`src/rtl/mac_sequencer.sv`:
```
// Operand sequencer and frame accumulator wrapped around a fixed-latency multiplier.
// Issues one operand pair at a time, accumulates the products, and reports each frame's sum and count.
module mac_sequencer #(
   parameter int unsigned WIDTH       = 8,
   parameter int unsigned ACC_W       = 24,
   parameter int unsigned MUL_LATENCY = 10,
   parameter int unsigned COUNT_W     = 10
) (
   input  logic                 clk,
   input  logic                 reset,
   input  logic                 op_valid,
   output logic                 op_ready,
   input  logic [WIDTH-1:0]     op_A,
   input  logic [WIDTH-1:0]     op_B,
   input  logic                 op_last,
   input  logic                 clear,
   output logic                 mul_start,
   output logic [WIDTH-1:0]     mul_A,
   output logic [WIDTH-1:0]     mul_B,
   input  logic [2*WIDTH-1:0]   mul_pp,
   output logic [ACC_W-1:0]     acc_out,
   output logic [COUNT_W-1:0]   count_out,
   output logic                 acc_valid,
   output logic                 overflow
);

   localparam int unsigned SUM_W  = ACC_W + 1;
   localparam int unsigned WAIT_W = (MUL_LATENCY > 2) ? $clog2(MUL_LATENCY) : 1;
   localparam logic [WAIT_W-1:0] WAIT_LOAD = WAIT_W'(MUL_LATENCY - 2);

   typedef enum logic [2:0] {
      S_IDLE,
      S_ISSUE,
      S_WAIT,
      S_ACCUM,
      S_DONE
   } state_t;

   state_t              state;
   state_t              state_nx;
   logic [WAIT_W-1:0]   wait_cnt;
   logic [ACC_W-1:0]    acc;
   logic [COUNT_W-1:0]  count;
   logic                ovf_acc;
   logic                last;
   logic [SUM_W-1:0]    sum_c;
   logic [COUNT_W-1:0]  count_inc_c;

   // Extra top bit of the sum is the accumulator carry-out.
   assign sum_c       = {1'b0, acc} + SUM_W'(mul_pp);
   assign count_inc_c = count + COUNT_W'(1);

   // Next-state logic; clear overrides every transition, including a handshake.
   always_comb begin
      state_nx = state;
      case (state)
         S_IDLE:  if (op_valid && op_ready) state_nx = S_ISSUE;
         S_ISSUE: state_nx = S_WAIT;
         S_WAIT:  if (wait_cnt == '0) state_nx = S_ACCUM;
         S_ACCUM: state_nx = last ? S_DONE : S_IDLE;
         S_DONE:  state_nx = S_IDLE;
         default: state_nx = S_IDLE;
      endcase
      if (clear) state_nx = S_IDLE;
   end

   always_ff @(posedge clk or negedge reset) begin
      if (!reset) begin
         state     <= S_IDLE;
         op_ready  <= 1'b0;
         mul_start <= 1'b0;
         acc_valid <= 1'b0;
         mul_A     <= '0;
         mul_B     <= '0;
         last      <= 1'b0;
         wait_cnt  <= '0;
         acc       <= '0;
         count     <= '0;
         ovf_acc   <= 1'b0;
         acc_out   <= '0;
         count_out <= '0;
         overflow  <= 1'b0;
      end else begin
         state     <= state_nx;
         op_ready  <= (state_nx == S_IDLE);
         mul_start <= (state_nx == S_ISSUE);
         acc_valid <= (state_nx == S_DONE);
         if (clear) begin
            acc     <= '0;
            count   <= '0;
            ovf_acc <= 1'b0;
         end else begin
            case (state)
               S_IDLE: begin
                  if (op_valid && op_ready) begin
                     mul_A <= op_A;
                     mul_B <= op_B;
                     last  <= op_last;
                  end
               end
               S_ISSUE: wait_cnt <= WAIT_LOAD;
               S_WAIT:  if (wait_cnt != '0) wait_cnt <= wait_cnt - WAIT_W'(1);
               S_ACCUM: begin
                  acc     <= sum_c[ACC_W-1:0];
                  count   <= count_inc_c;
                  ovf_acc <= ovf_acc | sum_c[ACC_W];
                  // Results land with the DONE entry so they coincide with acc_valid.
                  if (last) begin
                     acc_out   <= sum_c[ACC_W-1:0];
                     count_out <= count_inc_c;
                     overflow  <= ovf_acc | sum_c[ACC_W];
                  end
               end
               S_DONE: begin
                  acc     <= '0;
                  count   <= '0;
                  ovf_acc <= 1'b0;
               end
               default: ;
            endcase
         end
      end
   end

endmodule

```
`config.mk`:
```
export PLATFORM = sky130hd
export DESIGN_NAME = mac_sequencer
export DESIGN_NICKNAME = d
export VERILOG_FILES = /design/src/rtl/mac_sequencer.sv
export SDC_FILE = /design/constraint.sdc
export NUM_CORES = 1
export LEC_CHECK = 0
export CAP_MARGIN = 10
export CORE_MARGIN = 3
export CORE_UTILIZATION = 55
export CTS_BUF_LIST = sky130_fd_sc_hd__clkbuf_4 sky130_fd_sc_hd__clkbuf_8
export DETAILED_ROUTE_END_ITERATION = 16
export PLACE_DENSITY_LB_ADDON = 0.25
export SLEW_MARGIN = 15
export SYNTH_ARGS = -nofsm -noshare
export SYNTH_HDL_FRONTEND = slang
export SYNTH_SLANG_ARGS = --single-unit
export TNS_END_PERCENT = 10
```
`constraint.sdc`:
```
create_clock -name clk -period 3 [get_ports clk]
set_input_delay 0.6 -clock clk [delete_from_list [all_inputs] [get_ports clk]]
set_output_delay 0.6 -clock clk [all_outputs]
set_load 0.05 [all_outputs]
```
==> results_dict.tcl, run 1 <==
set metrics [dict create \
    worst_ir_drop_on_vdd_v 0.000403 \
    commonest_register_cell_after_synthesis "sky130_fd_sc_hd__dfrtp_1" \
    synth_enable_flop_cells 0 \
    finalWorstPathRequiredPeriod_ns 2.70 \
    area_of_the_multi_input_gates_mm2 0.00265 \
    postSynth.asyncResetShare_pct 100 \
    grt_overflow 0 \
    timing.critical_path.buf_inv 2 \
    first_pass_iters 4 \
    ioPinCount 91 \
    drv.max_cap_violation_count 0 \
    clkSinkCount 97 \
    initial_core_util_pct 56.7 \
    max_clock_freq_ghz 0.370 \
    synth_seq_cells 97 \
    grt_first_pass_wirelength_um 20300 \
    maximum_number_of_pins_on_one_net_before_global_route_repair 55 \
    critPathSlowestCell "sky130_fd_sc_hd__clkdlybuf4s50_1" \
    sequential_to_total_area_share_from_yosys_stat_pct 46.1 \
    leak_pwr_nw 2.97 \
    wl_met3_um 568 \
    synth_cell_types 68 \
    synth_top_area_cell "sky130_fd_sc_hd__dfrtp_1" \
    cts-buffers-inserted 9 \
    core_mm2 0.00928 \
    num-fill-cells 713 \
    hold_buffers 0 \
    synthesis.area_mm2 0.00526 \
    n_antenna_cell 0 \
    post-place-cells 751 \
    cts_tree "done" \
    routed-via-count 4254 \
    fp.dieW_um 104 \
    detail_route.wirelength_um 11800 \
    wire_length_the_detailed_router_placed_on_met1_um 5290 \
    cp_top_family "compound AO/OA/AOI/OAI gates" \
    ctsHtreeMaxLevel 3 \
    crit_type "in -> reg" \
    timing_worst_slew_pin_value_ns 0.575 \
    hold_viol_final 0 \
    drt_first_iter_violations 166 \
    final_antenna_net_count 0 \
    wire_length_on_met2_um 5730 \
    detail_route.drc_violations 0 \
    port-buffer-count 90 \
    setup.worst_path.end_class "flop" \
    routed_via_density 5.55 \
    synth.area.top_cells "sky130_fd_sc_hd__dfrtp_1 46%, sky130_fd_sc_hd__nand2_1 5.3%, sky130_fd_sc_hd__o21ai_0 4.7%" \
    min_period_over_period_pct 90.0 \
    dr.max_layer_used "met4" \
    final_area_mm2 0.00661 \
    timing.critical_path.fanout_max 3 \
    placedInstanceArea_mm2 0.00638 \
    fp.dieArea_mm2 0.0108 \
    die_height_um 104 \
    area_delta_synth_final_pct 25.5 \
    ys_warn_count 0 \
    fp-row-count 35 \
    cp_slowest_stage_delay_ns 0.47 \
    layout-drive-gt1-share_pct 11.6 \
    max_slew_margin_pct 61.5 \
    outcome "completed" \
    syn_nets 593 \
    timing.hold.worst.class "in -> async" \
    crit_path_start_kind "input port" \
    final-instance-count-excl-fill 767 \
    critical_path.cell_chain "clkdlybuf4s50_1 -> ha_1 -> inv_1 -> fa_1 -> nand2b_1 -> a211oi_2 -> o2111ai_1 -> and3_1 -> a21o_1 -> mux2_2" \
    postLayoutSetupSlackWorst_ns 0.300 \
    clk_pin_slew_worst_paths_ns 0.11 \
    dpl_worst_slack_ns -0.0759 \
    postSynthAreaPerCell_um2 9.82 \
    detailed_place_hpwl_um 8790 \
    grt_antenna_before_repair 0 \
    power_per_standard_cell_area_mw_per_mm2 732 \
    crit_arrival_ns 2.96 \
    fin_setup_tns_ns 0 \
    layout.nets 690 \
    maxSlewViolCount 0 \
    seqCellArea_mm2 0.00243 \
    clk-insertion-delay-late_ns 0.37 \
    cts_repair_resize_count 0 \
    synth_top_cell_area_share_pct 46.1 \
    skew_ns 0.0121 \
    grt_setup_unrepaired "no" \
    cts.root.buffer_cell "sky130_fd_sc_hd__clkbuf_8" \
    report.final.setup_viol 0 \
    cts_post_setup_buffers_inserted 0 \
    grt_util_all_layers_pct 22.6 \
    clk_path_buf_depth 2 \
    detail_route.wl_per_cell_um 15.4 \
    cp_data_required_time_ns 3.26 \
    first_global_vias 4398 \
    netlist_instances 536 \
    gp_congestion 0.874 \
]
cell usage in the layout, fill, tap and decap left out, drive strengths merged, types with 8 or more instances in the layout:
| cell type | count |
|---|---|
| dfrtp | 97 |
| clkdlybuf4s50 | 89 |
| nand2 | 75 |
| o21ai | 58 |
| nor2 | 26 |
| a21oi | 26 |
| mux2 | 25 |
| buf | 23 |
| ha | 19 |
| inv | 18 |
| xnor2 | 15 |
| and3 | 15 |
| nand3 | 14 |
| a22o | 12 |
| nor3 | 11 |
| clkbuf | 9 |
| a31oi | 8 |
| a211oi | 8 |
power by group:
part           switching [mW]  total [mW]  internal, mW
sequential              0.181        1.78          1.60
clock                   0.520       0.933         0.413
combinational            1.35        2.13         0.781
routing by layer:
metal / track usage, % / up-vias
met4: 7.88 / 0
met2: 38.8 / 116
li1: - / 2113
met5: 0 / -
met1: 28.9 / 2006
met3: 3.86 / 19
sequential cells by signal, indices dropped and copies added (netlist names):
signal     count
overflow       1
last           1
mul_start      1
mul_B          8
count         10
state          3
acc           24
wait_cnt       4
op_ready       1
mul_A          8
ovf_acc        1
acc_out       24
count_out     10
acc_valid      1
area by class of cell:
class	instances	area share (%)
clock inverters	7	1.48
inverters	15	0.852
clock buffers	9	1.88
multi-input cells	398	40.1
well taps	129	2.44
repair buffers	112	16.5
flip-flops and latches	97	36.7
Yosys cell counts (6+ instances only):
| cell | number |
|---|---|
| sky130_fd_sc_hd__nand2_1 | 74 |
| sky130_fd_sc_hd__mux2_2 | 16 |
| sky130_fd_sc_hd__ha_1 | 19 |
| sky130_fd_sc_hd__dfrtp_1 | 97 |
| sky130_fd_sc_hd__mux2_1 | 9 |
| sky130_fd_sc_hd__a211oi_1 | 6 |
| sky130_fd_sc_hd__buf_2 | 7 |
| sky130_fd_sc_hd__nor2_1 | 26 |
| sky130_fd_sc_hd__and3_1 | 13 |
| sky130_fd_sc_hd__a31oi_1 | 8 |
| sky130_fd_sc_hd__inv_1 | 14 |
| sky130_fd_sc_hd__a22o_1 | 12 |
| sky130_fd_sc_hd__xor2_1 | 7 |
| sky130_fd_sc_hd__a21o_1 | 7 |
| sky130_fd_sc_hd__nand2b_1 | 7 |
| sky130_fd_sc_hd__o21ai_1 | 8 |
| sky130_fd_sc_hd__or3_1 | 7 |
| sky130_fd_sc_hd__xnor2_1 | 15 |
| sky130_fd_sc_hd__nand3_1 | 13 |
| sky130_fd_sc_hd__clkbuf_1 | 14 |
| sky130_fd_sc_hd__o21ai_0 | 49 |
| sky130_fd_sc_hd__nor3_1 | 10 |
| sky130_fd_sc_hd__a21oi_1 | 25 |
worst reg2reg max path, delay by kind of cell, from the launching register on:
family          cells  cell delay [ns]
compound gates      3             0.62
fa+ha+maj           2             0.56
simple gates        2             0.41
flops               1             0.39
mux                 1             0.25
buf+inv             1             0.05
logic make-up after synthesis:
kind of cell,count (synthesis),share of synthesized area (%)
buffers and inverters,41,3.52
multiplexers,27,5.73
XOR/XNOR,22,3.66
AND/OR/NAND/NOR,178,17.1
adder cells (fa/ha/maj),20,4.90
flip-flops,97,46.1
AO/OA/AOI/OAI,151,19.0
stage by stage:
| stage | power, mW | utilization [%] | hold slack [ns] |
|---|---|---|---|
| floorplan | 3.22 | - | 0.304 |
| global placement | 3.89 | 68.8 | 0.457 |
| detailed placement | 3.95 | 68.8 | 0.464 |
| CTS | 4.89 | 71.2 | 0.212 |
| global route | 5.08 | 71.2 | 0.233 |
| finish | 4.84 | 71.2 | 0.192 |
path summary, 6_finish.rpt:
path,depth (start not counted),start,end,slack (ns)
min reg2reg,2,count_out[5],count_out[5],0.48
min,1,reset,mul_A[4],0.19
min in group clk,2,count_out[5],count_out[5],0.48
max,10,mul_pp[0],acc[16],0.30
max reg2reg,9,acc[0],acc[16],0.60
max in group asynchronous,2,reset,acc[11],2.11
Power figures use the tool's default switching activity.
==> inputs of run 2 (changes only) <==
Settings changed: ABC_AREA from default to 1.
==> run 2 against run 1 <==
- clock skew about the same
- setup slack gained 0.23 ns
- clock power is 10% lower
- die area is essentially flat
- synthesized cell count grew 34%
- count of clock-buffer cells in the layout grew 1
- critical endpoint unchanged
- first-iteration DRC count rose by 39%
- sequential cell count stayed put
- register-to-register slack improved by 0.26 ns
- non-clock buffer count shrank 17
- highest routed layer unchanged
==> results_dict.tcl, run 2 <==
set metrics [dict create \
    outcome "completed" \
    area_of_the_multi_input_gates_mm2 0.00241 \
    detail_route.drc_violations 0 \
    clk_path_buf_depth 2 \
    cp_slowest_stage_delay_ns 0.47 \
    gp_congestion 0.914 \
    largest_registers "acc: 24 flops, acc_out: 24 flops" \
    clk_pin_slew_worst_paths_ns 0.11 \
    routed-via-count 4880 \
    final_antenna_net_count 0 \
    synth_enable_flop_cells 0 \
    area_delta_synth_final_pct 23.2 \
    cts.root.buffer_cell "sky130_fd_sc_hd__clkbuf_8" \
    core_mm2 0.00928 \
    cts_post_setup_buffers_inserted 0 \
    fp-row-count 35 \
    drv.max_cap_violation_count 0 \
    r2r_end "acc[16]" \
    synth.area.top_cells "sky130_fd_sc_hd__dfrtp_1 46%, sky130_fd_sc_hd__nand2_1 21%, sky130_fd_sc_hd__inv_1 6.3%" \
    sequential_to_total_area_share_from_yosys_stat_pct 46.1 \
    detailed_place_hpwl_um 10400 \
    die_height_um 104 \
    timing.hold.worst.class "in -> async" \
    fin_setup_tns_ns 0 \
    met3_usage_pct 6.11 \
    cp_top_family "simple AND/OR/NAND/NOR gates" \
    grt_setup_unrepaired "no" \
    first_pass_iters 5 \
    cts-buffers-inserted 9 \
    final-instance-count-excl-fill 942 \
    cts_tree "done" \
    dpl_worst_slack_ns 0.155 \
    finalWorstPathRequiredPeriod_ns 2.47 \
    final_area_mm2 0.00648 \
    netlist_instances 716 \
    postLayoutSetupSlackWorst_ns 0.527 \
    max_slew_margin_pct 63.2 \
    placedInstanceArea_mm2 0.00630 \
    detail_route.wl_per_cell_um 14.2 \
    report.final.setup_viol 0 \
    postSynth.asyncResetShare_pct 100 \
    port-buffer-count 90 \
    cts_repair_resize_count 0 \
    worst_ir_drop_on_vdd_v 0.000587 \
    combinationalPowerShare_pct 35.6 \
    global_route.usage.met1_pct 32.9 \
    cp_data_required_time_ns 3.24 \
    synth.cells.most_frequent "298 x sky130_fd_sc_hd__nand2_1, 97 x sky130_fd_sc_hd__dfrtp_1, 88 x sky130_fd_sc_hd__inv_1" \
    critical_path.most_common_cell "sky130_fd_sc_hd__nand2_1" \
    seqPwrFrac_pct 42.3 \
    skew_ns 0.0119 \
    critical_path.cell_chain "clkdlybuf4s50_1 -> ha_1 -> inv_1 -> fa_1 -> inv_1 -> nand3_1 -> nand3_1 -> nand2_1 -> nand2_1 -> nand2_1 -> nand2_1 -> nand2_1 -> nand3_1 -> o21ai_0" \
    initial_core_util_pct 56.7 \
    layout.cells.most_common_list "298 x sky130_fd_sc_hd__nand2_1, 97 x sky130_fd_sc_hd__dfrtp_1, 89 x sky130_fd_sc_hd__clkdlybuf4s50_1" \
    crit_arrival_ns 2.71 \
    crit_path_start_kind "input port" \
    grt_first_pass_wirelength_um 22800 \
    core_occupancy_in_the_finished_layout_pct 69.9 \
    gr-usage-met2_pct 43.5 \
    maxSlewViolCount 0 \
    num-fill-cells 830 \
    timing_worst_slew_pin_value_ns 0.550 \
    layout-drive-gt1-share_pct 3.94 \
    setup.worst_path.end_class "flop" \
    worst-r2r-cell-count 13 \
    power_switching_share_pct 40.5 \
    timing.critical_path.buf_inv 3 \
    syn_nets 773 \
    critPathSlowestCell "sky130_fd_sc_hd__clkdlybuf4s50_1" \
    n_antenna_cell 0 \
    clkSinkCount 97 \
    first_global_vias 4893 \
    synth_top_area_cell "sky130_fd_sc_hd__dfrtp_1" \
    p_sw_mw 1.53 \
    min_period_over_period_pct 82.4 \
    fp.dieW_um 104 \
    leak_pwr_nw 3.41 \
    regToRegSetupSlack_ns 0.86 \
    commonest_register_cell_after_synthesis "sky130_fd_sc_hd__dfrtp_1" \
    power_frac_clock_pct 22.1 \
    detail_route.wirelength_um 13400 \
    postSynthAreaPerCell_um2 7.35 \
    power_per_standard_cell_area_mw_per_mm2 583 \
    maximum_number_of_pins_on_one_net_before_global_route_repair 42 \
    grt_util_all_layers_pct 25.7 \
    hold_viol_final 0 \
    crit_type "in -> reg" \
    ys_warn_count 0 \
    routed_via_density 5.18 \
    hold_buffers 0 \
    seqCellArea_mm2 0.00243 \
    synth_seq_cells 97 \
    clk-insertion-delay-late_ns 0.37 \
    layout.cells.most_common "sky130_fd_sc_hd__nand2_1" \
    worst_r2r_startpoint "acc[0]" \
    pint_mw 2.25 \
    synthesis.area_mm2 0.00526 \
    ioPinCount 91 \
    grt_antenna_before_repair 0 \
    fp.dieArea_mm2 0.0108 \
    drt_first_iter_violations 230 \
    timing.critical_path.fanout_max 4 \
    ctsHtreeMaxLevel 3 \
    max_clock_freq_ghz 0.404 \
    synth_cell_types 35 \
    grt_overflow 0 \
    grt-busiest-layer "met2" \
    post-place-cells 926 \
    synth_top_cell_area_share_pct 46.1 \
    cell_with_the_most_instances_after_synthesis "sky130_fd_sc_hd__nand2_1" \
    layout.nets 865 \
]
-- run 2: worst max path at each step --
stage	cells after the start	end	slack, ns	from
final	14	acc[16]	0.53	mul_pp[0]
after global routing	15	acc[20]	0.39	mul_pp[0]
after CTS	14	acc[20]	0.56	mul_pp[0]
after detailed placement	14	acc[20]	0.15	mul_pp[0]
after global placement	14	acc_out[20]	0.24	mul_pp[0]
after floorplan	13	acc_out[20]	0.91	mul_pp[0]
-- run 2: logic make-up after synthesis --
group	Yosys count	synth area share, %
simple gates	425	33.5
xor+xnor	8	1.33
compound gates	61	6.21
flops	97	46.1
fa+ha+maj	20	4.90
buf+inv	105	7.99
-- run 2: area by class of cell --
cell class	count	area share [%]
Sequential cell	97	37.4
Clock inverter	6	0.888
Multi-Input combinational cell	514	37.2
Timing Repair Buffer	95	14.6
Inverter	91	5.31
Clock buffer	10	2.03
Tap cell	129	2.49
-- run 2: stage by stage --
stage	total power [mW]	hold slack [ns]
2_1_floorplan	2.47	0.304
3_3_place_gp	2.94	0.454
3_5_place_dp	2.98	0.458
4_1_cts	3.82	0.183
5_1_grt	3.97	0.196
6_report	3.78	0.170
-- run 2: layer usage --
layer,vias up,wire (um),share of wire [%]
met1,2292,5890,44
met2,128,6420,48
li1,2428,-,-
met3,32,823,6.1
met5,-,0,0
met4,0,281,2.1
-- run 2: power groups by stage --
stage          sequential [mW]  combinational [mW]  clock (mW)
6_report                  1.60                1.35       0.836
5_1_grt                   1.63                1.43       0.910
2_1_floorplan             2.16               0.310           0
4_1_cts                   1.60                1.36       0.856
3_5_place_dp              1.62                1.35           0
3_3_place_gp              1.62                1.33           0
==> inputs of run 3 (changes only) <==
Settings changed: CORE_UTILIZATION 55 to 50.
Clock period 3 ns to 2.15 ns, I/O delays scaled along.
==> run 3 against run 2 <==
- sequential power is 39% higher
- setup slack worse by 0.42 ns
- wire length is 4.8% higher
- total power is 50% higher
- combinational power is 45% higher
- highest routed layer unchanged
- utilization is 0.17 points higher
- first-iteration DRC count is 6.5% lower
==> results_dict.tcl, run 3 (synthesis results as in run 2) <==
set metrics [dict create \
    outcome "completed" \
    max_slew_margin_pct 64.2 \
    first_pass_iters 5 \
    power_per_standard_cell_area_mw_per_mm2 812 \
    die_height_um 109 \
    ctsHtreeMaxLevel 3 \
    layout.nets 917 \
    fin_setup_tns_ns 0 \
    num-fill-cells 851 \
    timing_worst_slew_pin_value_ns 0.536 \
    detailed_place_hpwl_um 10500 \
    crit_type "reg -> out" \
    routed-via-count 5123 \
    cts_post_setup_buffers_inserted 0 \
    grt_first_pass_wirelength_um 23700 \
    max_clock_freq_ghz 0.489 \
    final_antenna_net_count 0 \
    clk_pin_slew_worst_paths_ns 0.10 \
    post-place-cells 981 \
    gp_congestion 0.889 \
    report.final.setup_viol 0 \
    grt_util_all_layers_pct 25.6 \
    cts_tree "done" \
    hold_viol_final 0 \
    critical_path.cell_chain "clkdlybuf4s50_1" \
    clk_path_buf_depth 2 \
    core_occupancy_in_the_finished_layout_pct 70.0 \
    largest_registers "acc: 24 flops, acc_out: 24 flops" \
    wl_met3_um 702 \
    port-buffer-count 90 \
    dpl_worst_slack_ns -0.356 \
    placedInstanceArea_mm2 0.00672 \
    holdWs_ns 0.464 \
    fp-row-count 36 \
    setup.worst_path.end_class "primary output" \
    drt_first_iter_violations 215 \
    detail_route.wirelength_um 14100 \
    layout.cells.most_common_list "296 x sky130_fd_sc_hd__nand2_1, 97 x sky130_fd_sc_hd__dfrtp_1, 89 x sky130_fd_sc_hd__clkdlybuf4s50_1" \
    final-instance-count-excl-fill 997 \
    detail_route.wl_per_cell_um 14.1 \
    cts.root.buffer_cell "sky130_fd_sc_hd__clkbuf_8" \
    clkSinkCount 97 \
    cp_slowest_stage_delay_ns 0.83 \
    n_antenna_cell 0 \
    detail_route.drc_violations 0 \
    wire_length_the_detailed_router_placed_on_met1_um 6010 \
    timing.hold.worst.class "in -> async" \
    area_delta_synth_final_pct 33.0 \
    fp.dieArea_mm2 0.0118 \
    crit_path_start_kind "flop" \
    cts-buffers-inserted 9 \
    core_mm2 0.0100 \
    layout.cells.most_common "sky130_fd_sc_hd__nand2_1" \
    cp_data_required_time_ns 1.72 \
    fp.dieW_um 109 \
    grt_overflow 0 \
    drv.max_cap_violation_count 0 \
    maximum_number_of_pins_on_one_net_before_global_route_repair 57 \
    ioPinCount 91 \
    timing.critical_path.fanout_max 2 \
    leak_pwr_nw 3.72 \
    critPathSlowestCell "sky130_fd_sc_hd__clkdlybuf4s50_1" \
    min_period_over_period_pct 95.2 \
    routed_via_density 5.14 \
    postLayoutSetupSlackWorst_ns 0.104 \
    skew_ns 0.00682 \
    post_layout_power_mw 5.69 \
    maxSlewViolCount 0 \
    grt_setup_unrepaired "yes" \
    clk-insertion-delay-late_ns 0.38 \
    cp_top_family "buffers and inverters" \
    timing.critical_path.buf_inv 1 \
    grt_antenna_before_repair 0 \
    crit_arrival_ns 1.62 \
    initial_core_util_pct 52.6 \
    dr.max_layer_used "met4" \
    first_global_vias 5148 \
    layout-drive-gt1-share_pct 10.2 \
    final_area_mm2 0.00700 \
    finalWorstPathRequiredPeriod_ns 2.05 \
    wire_length_on_met2_um 7030 \
    worst_ir_drop_on_vdd_v 0.000760 \
]
-- run 3: cell types whose count changed in the layout (fill, tap and decap cells not counted), moves of 2 or more --
cell,change
sky130_fd_sc_hd__bufinv_16,+3
sky130_fd_sc_hd__nand3_2,+2
sky130_fd_sc_hd__nand2_2,+2
sky130_fd_sc_hd__clkinv_4,-3
sky130_fd_sc_hd__nand2_1,-2
sky130_fd_sc_hd__buf_4,+48
sky130_fd_sc_hd__buf_12,+3
sky130_fd_sc_hd__nand3_1,-2
-- run 3: final timing paths --
kind                          start          end  slack [ns]  depth (start not counted)
setup / recovery           overflow     overflow        0.10                          1
max in group asynchronous     reset  acc_out[23]        1.08                          3
min in group clk           mul_A[5]     mul_A[5]        0.48                          2
setup reg to reg             acc[4]  acc_out[13]        0.21                         11
hold reg to reg            mul_A[5]     mul_A[5]        0.48                          2
hold / removal                reset   acc_out[7]        0.46                          2
-- run 3: area by class of cell --
type | instances | area, um2 | share of cell area, %
Multi-Input combinational cell | 514 | 2440 | 34.8
Sequential cell | 97 | 2430 | 34.7
Timing Repair Buffer | 147 | 1380 | 19.7
Inverter | 91 | 344 | 4.91
Tap cell | 133 | 166 | 2.38
Clock buffer | 10 | 138 | 1.97
Clock inverter | 5 | 110 | 1.57
-- run 3: report_power, final --
| part | internal (mW) | switching, mW | leakage [nW] |
|---|---|---|---|
| registers | 2.08 | 0.143 | 1.31 |
| logic | 0.656 | 1.30 | 2.29 |
| clock network | 0.811 | 0.692 | 0.125 |
-- run 3: metal layers --
layer | vias to the layer above | global-route usage [%]
met5 | - | 0
met4 | 0 | 8.75
met3 | 23 | 4.48
met2 | 136 | 45.1
met1 | 2430 | 31.5
li1 | 2534 | -
-- run 3: what timing repair did --
item	4_1_cts	5_1_grt
hold endpoints to repair	17	0
endpoints found under the setup margin	0	15
hold buffers	1	0
gates resized for setup	0	6
